`src/rtl/relu_requant.sv`:
```
// relu_requant: streams a conv feature map through scale/round/shift/clamp (+ReLU) into a second memory
module relu_requant #(
    parameter int CHANNELS   = 64,
    parameter int HEIGHT     = 2,
    parameter int WIDTH      = 2,
    parameter int DATA_WIDTH = 8,
    parameter int ADDR_WIDTH = 8
) (
    input  logic                  clk,
    input  logic                  rst,
    input  logic                  start,
    input  logic [7:0]            mult,
    input  logic [3:0]            shift,
    input  logic                  relu_en,
    output logic                  busy,
    output logic                  done,
    output logic [ADDR_WIDTH-1:0] input_addr,
    output logic                  input_en,
    input  logic [DATA_WIDTH-1:0] input_data,
    output logic [ADDR_WIDTH-1:0] output_addr,
    output logic [DATA_WIDTH-1:0] output_data,
    output logic                  output_we,
    output logic                  output_en
);
    localparam int N = CHANNELS * HEIGHT * WIDTH;
    localparam logic [ADDR_WIDTH-1:0] LAST = ADDR_WIDTH'(N - 1);
    localparam logic signed [17:0] HI = 18'((1 << (DATA_WIDTH - 1)) - 1);
    localparam logic signed [17:0] MIN = -HI - 18'sd1;

    typedef enum logic [1:0] {IDLE, RUN, DRAIN, DONE} state_t;

    state_t state;
    logic [7:0] mult_q;
    logic [3:0] shift_q;
    logic relu_q;
    logic v_rd, v_x, v_p;
    logic signed [DATA_WIDTH-1:0] x;
    logic signed [17:0] p, rnd, r, q, lo;
    logic [DATA_WIDTH-1:0] y;

    assign output_en = output_we;

    // Round-half-up, arithmetic shift, then clamp to [lo, HI]; lo is 0 with ReLU
    always_comb begin
        rnd = (shift_q != 4'd0) ? (18'sd1 <<< (shift_q - 4'd1)) : 18'sd0;
        r = p + rnd;
        q = r >>> shift_q;
        lo = relu_q ? 18'sd0 : MIN;
        y = DATA_WIDTH'((q > HI) ? HI : (q < lo) ? lo : q);
    end

    // Control FSM: latches the pass configuration, issues reads, reports completion
    always_ff @(posedge clk) begin
        if (rst) begin
            state <= IDLE;
            busy <= 1'b0;
            done <= 1'b0;
            input_en <= 1'b0;
            input_addr <= '0;
            mult_q <= '0;
            shift_q <= '0;
            relu_q <= 1'b0;
        end else begin
            case (state)
                IDLE: if (start) begin
                    mult_q <= mult;
                    shift_q <= shift;
                    relu_q <= relu_en;
                    busy <= 1'b1;
                    input_en <= 1'b1;
                    input_addr <= '0;
                    state <= RUN;
                end
                RUN: if (input_addr == LAST) begin
                    input_en <= 1'b0;
                    state <= DRAIN;
                end else begin
                    input_addr <= input_addr + ADDR_WIDTH'(1);
                end
                DRAIN: if (output_we && output_addr == LAST) begin
                    busy <= 1'b0;
                    done <= 1'b1;
                    state <= DONE;
                end
                DONE: if (!start) begin
                    done <= 1'b0;
                    state <= IDLE;
                end
                default: state <= IDLE;
            endcase
        end
    end

    // Datapath: capture read data, multiply, then register the write; addresses follow the burst
    always_ff @(posedge clk) begin
        if (rst) begin
            v_rd <= 1'b0;
            v_x <= 1'b0;
            v_p <= 1'b0;
            x <= '0;
            p <= '0;
            output_we <= 1'b0;
            output_addr <= '0;
            output_data <= '0;
        end else begin
            v_rd <= input_en;
            v_x <= v_rd;
            v_p <= v_x;
            x <= input_data;
            p <= $signed(18'(x)) * $signed(18'({1'b0, mult_q}));
            output_we <= v_p;
            output_data <= y;
            if (v_p) output_addr <= output_we ? output_addr + ADDR_WIDTH'(1) : '0;
        end
    end
endmodule

```
`config.mk`:
```
export PLATFORM = sky130hd
export DESIGN_NAME = relu_requant
export DESIGN_NICKNAME = d
export VERILOG_FILES = /design/src/rtl/relu_requant.sv
export SDC_FILE = /design/constraint.sdc
export NUM_CORES = 1
export LEC_CHECK = 0
export CAP_MARGIN = 30
export CORE_ASPECT_RATIO = 1.5
export CORE_UTILIZATION = 55
export CTS_BUF_LIST = sky130_fd_sc_hd__clkbuf_4 sky130_fd_sc_hd__clkbuf_8 sky130_fd_sc_hd__clkbuf_16
export DETAILED_ROUTE_END_ITERATION = 16
export PLACE_DENSITY = 0.78
export RECOVER_POWER = 50
export SYNTH_ARGS = -nofsm -noshare
export SYNTH_HDL_FRONTEND = slang
export SYNTH_SLANG_ARGS = --single-unit
export TNS_END_PERCENT = 50
```
`constraint.sdc`:
```
create_clock -name clk -period 5.2 [get_ports clk]
set_input_delay 1.04 -clock clk [delete_from_list [all_inputs] [get_ports clk]]
set_output_delay 1.04 -clock clk [all_outputs]
set_load 0.05 [all_outputs]
```
==> impl_metrics.tcl <==
set metrics [dict create \
    track_usage_pct 27.1 \
    maxSlewHeadroom_pct 12.0 \
    worstMarginPinSlew_ns 1.32 \
    fin_crit_sh_pct 95.1 \
    synth_fp_nets 1010 \
    p_int_mw 1.47 \
    avgSynthCellArea_um2 7.94 \
    stdcell_area_um2 8060 \
    fin_crit_ns 4.95 \
    grt_pass1_vias 6160 \
    synth_compound_area_share_pct 20.9 \
    synth_most_common_cell "nand2_1" \
    power.total_mw 2.49 \
    holdCritPathClass "reg2reg" \
    core_um2 12100 \
    p_switching_mw 1.02 \
    nets 1068 \
    hpwlAfterDp_mm 13.5 \
    cpMostUsedCell "a21o_1" \
    async_reset_ff_share_pct 0 \
    fmax_mhz 202 \
    cp_num_buf_inv 2 \
    netlist_area_um2 6940 \
    cts_num_sinks 71 \
    num_rows 49 \
    synth_top_cell_area_share_pct 20.5 \
    clkPwrFrac_pct 23.7 \
    rsz0062_at_grt "false" \
    fp.dieArea_um2 13100 \
    clockRootBuffer "clkbuf_16" \
    max_stage_delay_ns 0.52 \
    gp_congestion 0.959 \
    path_clk_slew_ns 0.06 \
    cp-start-kind "flip-flop" \
    antenna_found_initial 0 \
    fin_skew_ns 0.00887 \
    grt-ovfl-total 0 \
    first_pass_iters 5 \
    synth_top_area_cell "dfxtp_1" \
    syn_to_final_growth_pct 16.2 \
    routed_wl_mm 17.0 \
    cp_max_fo 4 \
    synth_edf_count 0 \
    ys_seq_area_share_pct 20.5 \
    setup_tns_ns 0 \
    ys_ff_latch 71 \
    status "finished, final reports clean" \
    syn_inst 873 \
    synthMuxAreaShare_pct 2.94 \
    io_buffers 52 \
    synthTopCellsByArea "dfxtp_1 20%, ha_1 14%, fa_1 11%" \
    leakagePower_nw 3.68 \
    crit_arrival_ns 5.18 \
    grt_max_degree 32 \
    synth_top_family_by_area "adder cells" \
    fp.dieH_um 140 \
    synthXorXnorAreaFrac_pct 2.90 \
    io_pins 53 \
    comb_power_share_pct 48.5 \
    n_fill_cell 997 \
    grt_pass1_wl_mm 28.1 \
    path_cells "clkinv_1 > nand2_2 > nor2_1 > ha_1 > inv_1 > fa_1 > nand2b_1 > a211oi_2 > o21ai_1 > a31o_2 > xnor2_1 > mux4_2 > o211a_1 > ha_1 > a21o_1 > a21o_1 > a21oi_1 > nor2b_1 > o21ai_0 > nand3_1 > nand3b_1 > and3b_1 > a21o_1" \
    die_w_um 93.7 \
    cts_tree "built" \
    clockBufferDepth 2 \
    finalHoldViolCount 0 \
    timing_worst_setup_path_type "reg2reg" \
    clk_latency_ns 0.33 \
    synth_commonest_cells "105 x nand2_1, 83 x nor2_1, 75 x ha_1" \
    cts_buffers 9 \
    vias 6395 \
    holdBufCountCts 0 \
    cts_max_level 3 \
    ant_nets 0 \
    routedWlPerCell_um 15.6 \
    required_ns 5.43 \
    drv_cap 0 \
    post-route-drc-count 0 \
    synthAdderAreaFrac_pct 24.5 \
    synth_cell_types 75 \
    p_per_area_nw_per_um2 309 \
    end_kind "flip-flop" \
    ir_worst_vdd_v 0.000239 \
    final_max_slew_viol_count 0 \
    antenna-diode-count 0 \
    synth-main-ff-cell "dfxtp_1" \
    synthSimpleGateAreaFrac_pct 22.0 \
    setup_viol 0 \
    p_sw_share_pct 41.0 \
    ys_warn_count 0 \
    drtIter0Drc 291 \
    cpMaxStageDelayCell "mux4_2" \
    viasPerCell 5.88 \
    seqPwrFrac_pct 27.8 \
    drive_gt1_share_pct 9.84 \
    dpl_cell_area_um2 7730 \
    cp_top_family "compound AO/OA/AOI/OAI gates" \
    initial_core_util_pct 57.1 \
]
==> power groups by stage <==
stage          clock (mW)  sequential [mW]  combinational, mW
3_3_place_gp            0            0.702               1.17
2_1_floorplan           0            0.752              0.807
6_report            0.592            0.693               1.21
3_5_place_dp            0            0.701               1.19
5_1_grt             0.629            0.704               1.33
4_1_cts             0.599            0.691               1.20
==> path summary, 6_finish.rpt <==
check	depth (start not counted)	slack [ns]	endpoint	start
hold / removal	1	0.45	v_p$_SDFF_PP0_	v_x$_SDFF_PP0_
setup reg to reg	23	0.25	output_data[2]$_SDFF_PP0_	shift_q[3]$_SDFFE_PP0P_
setup / recovery	23	0.25	output_data[2]$_SDFF_PP0_	shift_q[3]$_SDFFE_PP0P_
hold reg to reg	1	0.45	v_p$_SDFF_PP0_	v_x$_SDFF_PP0_
==> flip-flops by register name, summed over array words and instances, names as in the netlist, 2 cells and up <==
register / cells
input_addr: 8
mult_q: 8
output_addr: 8
output_data: 8
p: 17
shift_q: 4
state: 2
x: 8
==> per-layer routing <==
metal / vias to the layer above / share of wire (%) / track usage (%) / wire, um
li1: 3116 / - / - / -
met1: 3004 / 38 / 29.2 / 6380
met2: 205 / 53 / 49.9 / 9080
met3: 70 / 3.6 / 3.33 / 617
met4: 0 / 5.3 / 15.3 / 900
met5: - / 0 / 0 / 0
==> layout by cell type, fill, tap and decap left out, drive strengths merged, types with 6 or more instances in the layout <==
cell type	synthesis	routed
a211oi	9	9
a21boi	6	6
a21o	14	14
a21oi	70	70
a31oi	6	6
and2	39	39
and3	6	6
buf	8	31
clkbuf	28	10
clkdlybuf4s50	0	44
clkinv	3	6
dfxtp	71	71
dlygate4sd3	0	7
fa	38	38
ha	75	75
inv	73	74
mux2	6	6
mux2i	11	11
nand2	105	105
nand2b	14	14
nand3	8	8
nand4	10	10
nor2	83	83
nor2b	23	23
nor3	12	12
o211ai	9	9
o21ai	47	47
o21bai	7	7
or2	6	6
xnor2	11	11
xor2	12	12
==> worst register-to-register path: cells and delay by family (launching register included) <==
family / cells / cell delay, ns
AO/OA/AOI/OAI: 9 / 1.74
adder cells (fa/ha/maj): 3 / 0.93
flip-flops: 1 / 0.31
multiplexers: 1 / 0.52
AND/OR/NAND/NOR: 7 / 1.00
XOR/XNOR: 1 / 0.14
buffers and inverters: 2 / 0.18
==> area by class of cell <==
class	instances	area (um2)	area share, %
Clock buffer	9	225	2.79
Inverter	76	285	3.54
Tap cell	153	191	2.38
Sequential cell	71	1430	17.7
Timing Repair Buffer	83	744	9.24
Multi-Input combinational cell	690	5130	63.6
Clock inverter	6	61.3	0.761
==> kinds of logic (layout without fill, tap and decap cells) <==
logic type | count (synthesis) | in the layout
XOR/XNOR | 23 | 23
multiplexers | 18 | 18
AND/OR/NAND/NOR | 320 | 320
AO/OA/AOI/OAI | 215 | 215
buffers and inverters | 112 | 174
adder cells (fa/ha/maj) | 113 | 113
other | 1 | 1
flip-flops | 71 | 71
==> metrics by stage <==
step	instances	worst slack [ns]	hold slack, ns	util, %
CTS	1086	0.116	0.458	66.0
global placement	1070	0.298	0.422	63.5
finish	1088	0.253	0.453	66.4
detailed placement	1071	0.129	0.433	63.7
floorplan	873	0.0607	0.414	-
global route	1088	0.00814	0.468	66.4
==> repair_timing <==
item,in CTS,in global routing
setup buffers,0,2
gates resized for setup,0,24
endpoints found under the setup margin,0,10
Power figures use the tool's default switching activity.
